<file path="src/rtl/mm_rd_arbiter.sv">
// Two-master to one-slave Avalon-MM read arbiter. It uses round-robin priority and
// holds the grant while the slave stalls. A tag FIFO routes in-order read data back.
module mm_rd_arbiter #(
    parameter int ADDR_W    = 32,
    parameter int DATA_W    = 64,
    parameter int MAX_OUTST = 4,
    localparam int CNT_W    = $clog2(MAX_OUTST + 1)
) (
    input  logic              clk,
    input  logic              rst_n,

    input  logic [ADDR_W-1:0] m0_address,
    input  logic              m0_read,
    output logic              m0_waitrequest,
    output logic [DATA_W-1:0] m0_readdata,
    output logic              m0_readdatavalid,

    input  logic [ADDR_W-1:0] m1_address,
    input  logic              m1_read,
    output logic              m1_waitrequest,
    output logic [DATA_W-1:0] m1_readdata,
    output logic              m1_readdatavalid,

    output logic [ADDR_W-1:0] s_address,
    output logic              s_read,
    input  logic              s_waitrequest,
    input  logic [DATA_W-1:0] s_readdata,
    input  logic              s_readdatavalid,

    output logic [CNT_W-1:0]  outstanding,
    output logic              err_orphan
);

    logic                 lock_q, lock_d;
    logic                 lock_id_q, lock_id_d;
    logic                 rr_pri_q, rr_pri_d;
    logic                 err_q, err_d;
    logic [CNT_W-1:0]     outst_q, outst_d;
    // Tag FIFO as a shift register: bit 0 is always the head.
    logic [MAX_OUTST-1:0] tags_q, tags_d;

    logic             gnt_valid;
    logic             gnt_id;
    logic             gnt_read;
    logic             full;
    logic             accept;
    logic             pop;
    logic [CNT_W-1:0] wr_cnt;

    // NOTE: every signal gets a default at the top of always_comb, so no path can leave it unassigned and infer a latch.
    always_comb begin
        gnt_valid = 1'b0;
        gnt_id    = 1'b0;
        if (lock_q) begin
            gnt_valid = 1'b1;
            gnt_id    = lock_id_q;
        end else if (m0_read && m1_read) begin
            gnt_valid = 1'b1;
            gnt_id    = rr_pri_q;
        end else if (m0_read) begin
            gnt_valid = 1'b1;
        end else if (m1_read) begin
            gnt_valid = 1'b1;
            gnt_id    = 1'b1;
        end
    end

    assign full     = (outst_q == CNT_W'(MAX_OUTST));
    assign gnt_read = gnt_valid && (gnt_id ? m1_read : m0_read);
    assign s_read   = gnt_read && !full;
    assign accept   = s_read && !s_waitrequest;
    assign pop      = s_readdatavalid && (outst_q != '0);

    assign s_address = !gnt_valid ? '0 : (gnt_id ? m1_address : m0_address);

    // Only the granted master can ever see waitrequest low.
    assign m0_waitrequest = (gnt_valid && !gnt_id) ? (s_waitrequest || full) : 1'b1;
    assign m1_waitrequest = (gnt_valid &&  gnt_id) ? (s_waitrequest || full) : 1'b1;

    assign m0_readdata      = s_readdata;
    assign m1_readdata      = s_readdata;
    assign m0_readdatavalid = pop && !tags_q[0];
    assign m1_readdatavalid = pop &&  tags_q[0];

    assign outstanding = outst_q;
    assign err_orphan  = err_q;

    always_comb begin
        lock_d    = lock_q;
        lock_id_d = lock_id_q;
        rr_pri_d  = rr_pri_q;
        if (accept) begin
            lock_d   = 1'b0;
            rr_pri_d = ~gnt_id;
        end else if (s_read) begin
            // The slave stalled an issued read, so the grant is held until it is accepted.
            lock_d    = 1'b1;
            lock_id_d = gnt_id;
        end else if (lock_q && !gnt_read) begin
            lock_d = 1'b0;
        end

        err_d   = err_q || (s_readdatavalid && (outst_q == '0));
        outst_d = outst_q + CNT_W'(accept) - CNT_W'(pop);

        // The write slot is computed after the pop shift, so a push and a pop can happen in the same cycle.
        wr_cnt = outst_q - CNT_W'(pop);
        tags_d = pop ? (tags_q >> 1) : tags_q;
        for (int i = 0; i < MAX_OUTST; i++) begin
            if (accept && (CNT_W'(i) == wr_cnt)) begin
                tags_d[i] = gnt_id;
            end
        end
    end

    // NOTE: sequential state uses non-blocking assignments, so every flop samples values from before the clock edge.
    always_ff @(posedge clk or negedge rst_n) begin
        if (!rst_n) begin
            lock_q    <= 1'b0;
            lock_id_q <= 1'b0;
            rr_pri_q  <= 1'b0;
            err_q     <= 1'b0;
            outst_q   <= '0;
        end else begin
            lock_q    <= lock_d;
            lock_id_q <= lock_id_d;
            rr_pri_q  <= rr_pri_d;
            err_q     <= err_d;
            outst_q   <= outst_d;
        end
    end

    // NOTE: tag storage has no reset. Only entries below outst_q are ever read, so clearing the count empties the FIFO.
    always_ff @(posedge clk) begin
        tags_q <= tags_d;
    end

endmodule

</file>
<file path="config.mk">
export PLATFORM = sky130hd
export DESIGN_NAME = mm_rd_arbiter
export DESIGN_NICKNAME = d
export VERILOG_FILES = /design/src/rtl/mm_rd_arbiter.sv
export SDC_FILE = /design/constraint.sdc
export NUM_CORES = 1
export LEC_CHECK = 0
export CORE_AREA = 2 2 119 121
export DETAILED_ROUTE_END_ITERATION = 10
export DIE_AREA = 0 0 121 123
export GPL_TIMING_DRIVEN = 0
export PLACE_DENSITY_LB_ADDON = 0.05
export SLEW_MARGIN = 20
export SYNTH_ARGS = -nofsm -noshare
export SYNTH_HDL_FRONTEND = slang
export SYNTH_SLANG_ARGS = --single-unit
</file>
<file path="constraint.sdc">
create_clock -name clk -period 5.02 [get_ports clk]
set_clock_uncertainty 0.1 [all_clocks]
set_input_delay 0.502 -clock clk [delete_from_list [all_inputs] [get_ports clk]]
set_output_delay 0.502 -clock clk [all_outputs]
set_load 0.03 [all_outputs]
</file>
Word level (Yosys, flattened, before mapping). Cells that the tools add are included.

Word-level logic and storage cells: 69. Bits in read-only memories: 0. Latch bits: 0. Memories: 0. Output and inout port bits: 169. Register bits: 11. Input port bits: 134. Memory bits (writable): 0.

Mux-type cells: 20. $add $sub $neg: 3. Magnitude comparators: 0. Shift-type cells: 0. Reductions and logical operators: 31. Divide/modulo/power cells: 0. Bitwise operators: 2. Multipliers: 0. Equal/unequal tests: 4.

Operators by type and width (number): $mux W32 (2); $mux W1 (17); $logic_and A1 B1 Y1 (15); $reduce_bool A2 Y1 (4); $eq A2 B3 Y1 const A (2); $logic_not A3 Y1 (2); $reduce_bool A3 Y1 (2); $sub A3 B1 Y3 (2); $logic_not A1 Y1 (5); $mux W4 (1); $add A3 B1 Y3 (1); $eq A1 B3 Y1 const A (1); $eq A3 B3 Y1 const B (1); $logic_or A1 B1 Y1 (2); $not A1 Y1 (2); $reduce_and A2 Y1 (1).

Longest topological paths before layout. Gate-level depths: netlist of the first run.

Depth after elaboration: 11. Depth in mapped cells: 9. Gate-level depth less buffers: 9.

Least setup slack after synthesis of the first run. OpenSTA, ideal clock, no wires.

Path kind: reg-to-reg. Start point: reg outst_q[2], in the netlist outstanding[2]. End point: reg tags_q[2] (data pin). Slack: 2479 ps. Data arrival time: 2179 ps. Path buffers: 0. Stages on the path, launching flop included: 9. Setup time: 262 ps. Required time: 4658 ps. Period minus slack after synthesis: 2541 ps. Cell sequence: dfrtp_1 nor3_1 nand2b_1 inv_1 ha_1 ha_1 o21ai_0 nand4b_1 mux2_1.

Cells in the longest elaborated chain, start to end: 6. Elaborated cells between the ends (all ways): 10. Classes of those cells: add/sub: 1; eq/ne: 2; mux: 1; reduce/logical: 6.

RTL lines: start, declared (RTL line 38) `logic [CNT_W-1:0] outst_q, outst_d;`; start signal, assigned (RTL line 129) `outst_q <= outst_d;`; $reduce_bool A3 Y1 or $eq A3 B3 Y1 (tied branches) (RTL line 72, 68); $logic_and A1 B1 Y1 or $logic_not A1 Y1 (tied branches) (RTL line 72, 70); $sub A3 B1 Y3 or $logic_and A1 B1 Y1 (tied branches) (RTL line 107, 70); $eq A2 B3 Y1 or $logic_and A1 B1 Y1 (tied branches) (RTL line 110, 71); $logic_and A1 B1 Y1 (*) (RTL line 110) `if (accept && (CNT_W'(i) == wr_cnt)) begin`; $mux W1 (*) (RTL line 110); via tags_d[2] (RTL line 40) `logic [MAX_OUTST-1:0] tags_q, tags_d;`; end signal, assigned (RTL line 135) `tags_q <= tags_d;`; end, declared (RTL line 40).

Mark *: on every way through the listed nets, which the timed path passes. The rest lies on a longest branch. A chain may end at the register's enable or synchronous reset.

Worst setup path in the final report of the first run.
Start point: in m0_read. End point: out s_address[27].

Cells in the longest elaborated chain, start to end: 5. Elaborated cells between the ends (all ways): 9. Classes of those cells: mux: 8; reduce/logical: 1.

RTL lines: start, declared (RTL line 13) `input logic m0_read,`; $mux W1 or $logic_and A1 B1 Y1 (tied branches) (RTL line 60, 57); $mux W1 (RTL line 57) `end else if (m0_read && m1_read) begin`; $mux W1 (RTL line 54) `if (lock_q) begin`; $mux W32 (RTL line 74) `assign s_address = !gnt_valid ? '0 : (gnt_id ? m1_address : m0_address);`; $mux W32 (*) (RTL line 74); end, declared (RTL line 24) `output logic [ADDR_W-1:0] s_address,`.

Mark *: on every way between the ends. The rest lies on a longest branch, timed or not.

==> out/metrics.yaml, run 1 <==
global_routing:
  track_usage: 0.0982
  grt_remaining_overflow: 0
  grt_max_degree: 11
  busiest_layer: "met2"
  grtUsageMet2: 0.190
  grt_pass1_vias: 2258
  grt_pass1_wl_um: 11600
  grt_use_met1: 0.103
  met3_usage: 0.0364
  antenna_found_initial: 0
critical_path:
  critPathTopFamily: "buffers and inverters"
  cp_max_fo: 10
  critPathMostFrequentCell: "clkdlybuf4s50_1"
  crit_slowest_cell: "clkdlybuf4s50_1"
  path_class: "primary input to output port"
  worstPathArrival_ps: 2780
  path_buf_inv: 3
  critical_path.cell_chain: "clkdlybuf4s50_1 -> o21ai_0 -> mux2i_1 -> buf_2 -> a22o_1 -> clkdlybuf4s50_1"
  crit-reg2reg-launch: "outstanding[2]"
  crit_path_end_kind: "output port"
  cp-start-kind: "primary input"
  max_stage_delay_ps: 700
  cp-startpoint: "m0_read"
  crit_required_ps: 4420
timing:
  period_needed_ps: 3380
  max_freq_ghz: 0.296
  tightest_slew_ps: 580
  relSlewSlack: 0.603
  rsz0062_at_grt: "no"
  fin_ws_ps: 1640
  min_period_over_period: 0.673
  finalHoldWorstSlack_ps: 368
  hold_viol: 0
  final_max_slew_viol_count: 0
  setup_viol: 0
  setup_tns_ps: 0
clock_network:
  clock_sinks: 11
  cts_root_buf: "clkbuf_16"
  tritoncts: "yes"
  htreeDepth: 1
  worstSkewPairLatency_ps: 230
  holdBufCountCts: 0
  cts_setup_buffers: 0
  cts_buffers: 3
  clkSlewWorstSetupHoldPaths_ps: 40
  clk_path_buf_depth: 2
  cts_resized: 0
floorplanning:
  die_area_um2: 14900
  rows: 43
  core_area_um2: 13600
  die_w_um: 121
  start_util: 0.144
  io_pins: 303
  die_h_um: 123
finish:
  nFillCells: 1415
  utilization: 0.341
  drive_above_1_share: 0.297
  final_common_cell: "clkdlybuf4s50_1"
  insertedDiodeCount: 0
  stdcell_count: 654
  nets: 614
  fin_area_um2: 4640
  syn_to_final_growth_pct: 137
  layout_common_cells: "clkdlybuf4s50_1 (238), buf_4 (130), a22o_1 (32)"
pwr:
  power.static_leakage_nw: 2.06
  p_sw_uw: 721
  seq_power_share: 0.118
  power_frac_comb: 0.787
  report.power.total_mw: 1.52
  p_int_uw: 798
  pwr-share-clk: 0.094
  cellPowerDensity_nw_per_um2: 327
  switching_share: 0.475
  peakVddDrop_mv: 0.187
routing:
  dr.pass1.iters: 4
  avgViaCountPerCell: 3.56
  drt-wirelength-per-cell_um: 12.7
  wl_um: 8270
  via_count: 2330
  postRouteAntennaNets: 0
  drc: 0
  drtIter0Drc: 51
synthesis:
  yosysSeqAreaShare: 0.151
  syn_area_per_cell_um2: 8.44
  syn_inst: 232
  ys_types: 30
  synth-seq-cells: 11
  ys_warn_count: 0
  syn-num-nets: 371
  synth_area_um2: 1960
worst_hold_path:
  hp-start: "err_orphan"
  hold_path_class: "flop to flop"
placement:
  io_buffers: 238
  gp_congestion: 0.701
  dp_cells: 650
  place_area_um2: 4570
  dp_hpwl_um: 7440
  pre_cts_slack_ps: 1580
outcome:
  status: "finished, final reports clean"
flow_run:
  drv_cap: 0
==> synth_stat cells <==
master | instances | area, um^2
a211oi_1 | 1 | 7.51
a21boi_2 | 1 | 11.3
a21o_1 | 2 | 15.0
a21oi_1 | 1 | 5.00
a22o_1 | 32 | 280
a2bb2oi_2 | 1 | 15.0
and2_1 | 2 | 12.5
buf_2 | 5 | 25.0
buf_4 | 130 | 976
dfrtp_1 | 7 | 175
edfxtp_1 | 4 | 120
fa_1 | 1 | 20.0
ha_1 | 4 | 50.1
inv_1 | 7 | 26.3
mux2_1 | 3 | 33.8
mux2_2 | 1 | 11.3
mux2i_1 | 3 | 30.0
nand2_1 | 7 | 26.3
nand2b_1 | 1 | 6.26
nand3_1 | 2 | 10.0
nand4_1 | 2 | 12.5
nand4b_1 | 1 | 8.76
nor2_1 | 4 | 15.0
nor2b_1 | 2 | 12.5
nor3_1 | 1 | 5.00
nor3b_1 | 1 | 7.51
o211ai_1 | 1 | 7.51
o21ai_0 | 3 | 15.0
xnor2_1 | 1 | 8.76
xor2_1 | 1 | 8.76
==> path summary, 6_finish.rpt <==
check | end | slack, ps | cells after the start
min | err_orphan | 370 | 1
min reg2reg | err_orphan | 370 | 1
max reg2reg | tags_q[1] | 2310 | 8
min in group asynchronous | outstanding[0] | 450 | 1
max in group asynchronous | rr_pri_q | 4110 | 1
max | s_address[27] | 1640 | 6
==> state kept, by name, indices dropped and copies added, names as in the netlist <==
register     count
tags_q           4
outstanding      3
err_orphan       1
lock_id_q        1
rr_pri_q         1
lock_q           1
==> power groups by stage <==
| stage | Combinational (mW) | Sequential (mW) | Clock [mW] |
|---|---|---|---|
| CTS | 1.21 | 0.181 | 0.148 |
| detailed placement | 1.21 | 0.181 | 0 |
| finish | 1.20 | 0.180 | 0.143 |
| global route | 1.28 | 0.189 | 0.157 |
| global placement | 1.21 | 0.182 | 0 |
| floorplan | 0.701 | 0.202 | 0 |
==> layout make-up <==
type                       count  area, um^2  share of cell area
inverter                       7        26.3             0.00566
clock buffer                   4        78.8              0.0170
tap                          180         225              0.0485
sequential                    11         295              0.0636
timing repair buffer         238        2380               0.513
multi-input combinational     79         636               0.137
buffer                       135        1000               0.216
==> kinds of logic (layout without fill, tap and decap cells) <==
family	count (synthesis)	in the layout	synth area share
buffers and inverters	142	384	0.525
AOI/OAI and AO/OA	42	42	0.182
and+or+nand+nor	23	23	0.0594
DFF	11	11	0.151
muxes	7	7	0.0383
adders and majority gates	5	5	0.0358
xor gates and xnor gates	2	2	0.00895
==> layer usage <==
metal / vias up / wire length (um)
li1: 1141 / -
met4: 0 / 16
met3: 2 / 1070
met1: 1023 / 2850
met5: - / 0
met2: 164 / 4330
Power figures use the tool's default switching activity.
==> run 2: changes to the inputs <==
--- a/config.mk
+++ b/config.mk
@@ -5,9 +5,9 @@
 export SDC_FILE = /design/constraint.sdc
 export NUM_CORES = 1
 export LEC_CHECK = 0
-export CORE_AREA = 2 2 119 121
+export CORE_AREA = 2 2 117 119
 export DETAILED_ROUTE_END_ITERATION = 10
-export DIE_AREA = 0 0 121 123
+export DIE_AREA = 0 0 119 121
 export GPL_TIMING_DRIVEN = 0
 export PLACE_DENSITY_LB_ADDON = 0.05
 export SLEW_MARGIN = 20
==> constraint.sdc (replaced) <==
create_clock -name clk -period 3.5 [get_ports clk]
set_clock_uncertainty 0.1 [all_clocks]
set_input_delay 0.35 -clock clk [delete_from_list [all_inputs] [get_ports clk]]
set_output_delay 0.35 -clock clk [all_outputs]
set_load 0.03 [all_outputs]
==> run 2 against run 1 <==
- cell count shrank 0.61%
- clock-buffer cell count is the same
- worst hold slack lost 86 ps
- sequential power grew 42%
- global-route usage grew 1.3 points
- combinational power grew 43%
- non-clock buffer count is the same
- core utilization grew 1.3 points
- setup slack lost 1100 ps
- first-iteration DRC count shrank 53%
- critical path depth is the same
- sequential cell count is the same
==> out/metrics.yaml, run 2 (synthesis results as in run 1) <==
clock_network:
  cts_root_buf: "clkbuf_16"
  clk_path_buf_depth: 2
  clock_sinks: 11
  cts_setup_buffers: 0
  tritoncts: "yes"
  cts_resized: 0
  cts_buffers: 3
  htreeDepth: 1
  holdBufCountCts: 0
  clkSlewWorstSetupHoldPaths_ps: 40
  worstSkewPairLatency_ps: 240
placement:
  dp_hpwl_um: 7980
  dp_cells: 646
  pre_cts_slack_ps: 459
  gp_congestion: 0.698
  io_buffers: 238
timing:
  setup_viol: 0
  setup_tns_ps: 0
  tightest_slew_ps: 492
  max_freq_ghz: 0.333
  hold_viol: 0
  min_period_over_period: 0.859
  rsz0062_at_grt: "no"
  relSlewSlack: 0.663
  fin_ws_ps: 494
  period_needed_ps: 3010
  final_max_slew_viol_count: 0
floorplanning:
  die_w_um: 119
  core_area_um2: 13100
  start_util: 0.150
  die_area_um2: 14400
  io_pins: 303
  rows: 42
  die_h_um: 121
finish:
  final_common_cell: "clkdlybuf4s50_1"
  top_register: "tags_q"
  drive_above_1_share: 0.297
  insertedDiodeCount: 0
  nets: 614
  stdcell_count: 650
  largest_reg_flops: 4
  nFillCells: 1337
  regArea_um2: 295
  layout_common_cells: "clkdlybuf4s50_1 (238), buf_4 (130), a22o_1 (32)"
  multi_input_area_um2: 636
  syn_to_final_growth_pct: 137
routing:
  via_count: 2333
  postRouteAntennaNets: 0
  drt-wirelength-per-cell_um: 13.5
  wl_um: 8780
  dr.pass1.iters: 3
  drc: 0
  avgViaCountPerCell: 3.59
  drtIter0Drc: 24
critical_path:
  worstPathArrival_ps: 2560
  cp_max_fo: 10
  crit_path_end_kind: "output port"
  rrSetupSlack_ps: 740
  cp-start-kind: "primary input"
  ff2ff_path_depth: 8
  r2r_end: "tags_q[0]"
  cp-startpoint: "m0_read"
  crit-reg2reg-launch: "outstanding[2]"
  crit_required_ps: 3050
  path_class: "primary input to output port"
  critPathCapture: "s_address[21]"
pwr:
  power.static_leakage_nw: 2.06
  peakVddDrop_mv: 0.175
  report.power.total_mw: 2.18
  cellPowerDensity_nw_per_um2: 471
worst_hold_path:
  hold_path_class: "primary input to async pin"
global_routing:
  grt_pass1_wl_um: 12600
  grt_max_degree: 11
  grt_remaining_overflow: 0
  grt_pass1_vias: 2375
  antenna_found_initial: 0
  track_usage: 0.111
flow_run:
  drv_cap: 0
outcome:
  status: "finished, final reports clean"
-- run 2: worst max-delay path: stages --
cell             delay [ps]
clkdlybuf4s50_1         510
o21ai_0                 100
mux2i_1                 400
buf_2                   330
a22o_1                  160
clkdlybuf4s50_1         700
-- run 2: metal layers --
layer,global-route usage,share of wire,vias to the layer above
li1,-,-,1143
met1,0.111,0.33,1041
met2,0.224,0.56,145
met3,0.0376,0.10,4
met4,0.0156,0.0050,0
met5,0,0,-
-- run 2: through the flow --
stage	instance area [um^2]	hold WS, ps	util
final	4640	282	0.355
after global routing	4640	311	0.355
after CTS	4640	296	0.355
after detailed placement	4560	350	0.349
after global placement	4560	340	0.349
after floorplan	1960	-45.6	-
-- run 2: worst min path at each step --
stage | end | slack [ps] | cells past startpoint
final | outstanding[0] | 280 | 1
after global routing | err_orphan | 310 | 1
after CTS | outstanding[0] | 300 | 1
after detailed placement | err_orphan | 350 | 1
after global placement | err_orphan | 340 | 1
after floorplan | err_orphan | -50 | 0
-- run 2: layout make-up --
cell class                      count  area share
Clock buffer                        4      0.0170
Multi-Input combinational cell     79       0.137
Timing Repair Buffer              238       0.513
Tap cell                          176      0.0475
Sequential cell                    11      0.0636
Buffer                            135       0.216
Inverter                            7     0.00566
-- run 2: power by group --
| group | leakage (nW) | switching (mW) | internal [mW] |
|---|---|---|---|
| logic | 1.90 | 0.924 | 0.790 |
| registers | 0.120 | 0.0562 | 0.198 |
| clock network | 0.0382 | 0.0612 | 0.153 |
==> run 3: changes to the inputs <==
--- a/config.mk
+++ b/config.mk
@@ -5,11 +5,12 @@
 export SDC_FILE = /design/constraint.sdc
 export NUM_CORES = 1
 export LEC_CHECK = 0
-export CORE_AREA = 2 2 117 119
+export CORE_AREA = 2 2 118 120
+export CTS_BUF_LIST = sky130_fd_sc_hd__clkbuf_2 sky130_fd_sc_hd__clkbuf_4 sky130_fd_sc_hd__clkbuf_8
 export DETAILED_ROUTE_END_ITERATION = 10
-export DIE_AREA = 0 0 119 121
+export DIE_AREA = 0 0 120 122
 export GPL_TIMING_DRIVEN = 0
-export PLACE_DENSITY_LB_ADDON = 0.05
+export PLACE_DENSITY = 0.64
 export SLEW_MARGIN = 20
 export SYNTH_ARGS = -nofsm -noshare
 export SYNTH_HDL_FRONTEND = slang
==> run 3 against run 2 <==
- sequential power barely moved
- non-clock buffer count stayed put
- sequential share of layout area hardly changed
- die area rose by 1.7%
- maximum frequency shrank 5.2%
- combinational power rose by 2%
- wire length rose by 2.9%
- critical path depth unchanged
- critical endpoint is now s_address[16]
- highest routed layer unchanged
==> out/metrics.yaml, run 3 (synthesis results as in run 1) <==
finish:
  layout_common_cells: "clkdlybuf4s50_1 (238), buf_4 (130), a22o_1 (32)"
  multi_input_area_um2: 636
  final_common_cell: "clkdlybuf4s50_1"
  regArea_um2: 295
  top_register: "tags_q"
  nets: 614
  largest_reg_flops: 4
  syn_to_final_growth_pct: 136
  nFillCells: 1362
  stdcell_count: 654
  drive_above_1_share: 0.300
  insertedDiodeCount: 0
timing:
  hold_viol: 0
  setup_viol: 0
  period_needed_ps: 3170
  tightest_slew_ps: 638
  final_max_slew_viol_count: 0
  rsz0062_at_grt: "no"
  min_period_over_period: 0.906
  setup_tns_ps: 0
  relSlewSlack: 0.563
  max_freq_ghz: 0.315
placement:
  dp_cells: 650
  dp_hpwl_um: 7970
  io_buffers: 238
  gp_congestion: 0.749
routing:
  dr.pass1.iters: 4
  drc: 0
  postRouteAntennaNets: 0
  wl_um: 9040
  drtIter0Drc: 98
  avgViaCountPerCell: 3.59
  via_count: 2345
  drt-wirelength-per-cell_um: 13.8
clock_network:
  cts_setup_buffers: 0
  worstSkewPairLatency_ps: 240
  clk_path_buf_depth: 2
  tritoncts: "yes"
  clkSlewWorstSetupHoldPaths_ps: 50
  holdBufCountCts: 0
  cts_buffers: 3
  htreeDepth: 1
  clock_sinks: 11
  cts_resized: 0
  cts_root_buf: "clkbuf_8"
floorplanning:
  start_util: 0.145
  rows: 43
  io_pins: 303
  die_h_um: 122
  die_area_um2: 14600
  core_area_um2: 13500
  die_w_um: 120
global_routing:
  track_usage: 0.108
  grt_remaining_overflow: 0
  grt_pass1_wl_um: 12500
  met3_usage: 0.0421
  busiest_layer: "met2"
  antenna_found_initial: 0
  grt_max_degree: 11
  grtUsageMet2: 0.196
  grt_use_met1: 0.124
  grt_pass1_vias: 2281
flow_run:
  drv_cap: 0
pwr:
  cellPowerDensity_nw_per_um2: 464
  switching_share: 0.496
  p_sw_mw: 1.06
  pwr-share-clk: 0.064
  peakVddDrop_mv: 0.340
  power_frac_comb: 0.816
  power.static_leakage_nw: 2.05
  seq_power_share: 0.119
  p_int_mw: 1.08
critical_path:
  cp-start-kind: "primary input"
  cp_max_fo: 10
  critical_path.cell_chain: "clkdlybuf4s50_1 -> o21ai_0 -> mux2i_1 -> buf_2 -> a22o_1 -> clkdlybuf4s50_1"
  crit_slowest_cell: "clkdlybuf4s50_1"
  ff2ff_path_depth: 8
  crit_path_end_kind: "output port"
  critPathMostFrequentCell: "clkdlybuf4s50_1"
  worstPathArrival_ps: 2720
  path_class: "primary input to output port"
  crit_required_ps: 3050
  max_stage_delay_ps: 720
outcome:
  status: "finished, final reports clean"
worst_hold_path:
  hold_path_class: "primary input to async pin"
==> run 3: cell count changes in the layout (fill, tap and decap cells not counted) <==
cell       previous run  this run
clkbuf_8              0         3
clkbuf_16             3         0
clkbuf_1              1         0
clkbuf_4              0         1
==> run 3: area by class of cell <==
cell class	instances	share of cell area
sequential	11	0.0640
buffer	135	0.217
timing repair buffer	238	0.516
inverter	7	0.00569
multi-input combinational	79	0.138
clock buffer	4	0.0106
tap	180	0.0488
==> run 3: worst max-delay path: cells and delay by family <==
family                 cells  cell delay (ps)
buffers and inverters      3             1580
multiplexers               1              500
AO/OA/AOI/OAI              2              290
==> run 3: through the flow <==
stage | total power, mW | setup WS [ps] | util | hold slack, ps | instance area [um^2]
finish | 2.14 | 329 | 0.342 | 279 | 4610
floorplan | 1.30 | 959 | - | -45.6 | 1960
CTS | 2.17 | 217 | 0.342 | 295 | 4610
global route | 2.27 | 91.8 | 0.342 | 310 | 4610
detailed placement | 2.02 | 243 | 0.338 | 347 | 4570
global placement | 2.00 | 241 | 0.338 | 344 | 4570
==> run 3: layer usage <==
layer  vias to the layer above  share of wire
li1                       1142              -
met1                      1049           0.38
met2                       152           0.50
met3                         2           0.12
met4                         0         0.0012
met5                         -              0
==> run 3: power by group through the flow <==
stage	Sequential, mW	Clock [mW]	Combinational (mW)
global route	0.264	0.149	1.86
floorplan	0.290	0	1.01
detailed placement	0.256	0	1.76
global placement	0.254	0	1.75
finish	0.255	0.138	1.75
CTS	0.256	0.141	1.78
==> run 3: path summary, 6_finish.rpt <==
path	startpoint	endpoint	slack (ps)
min reg2reg	err_orphan	err_orphan	360
max	m0_read	s_address[16]	330
max in group asynchronous	rst_n	lock_id_q	2760
max reg2reg	outstanding[2]	tags_q[1]	710
min	rst_n	outstanding[0]	280
min in group clk	err_orphan	err_orphan	360
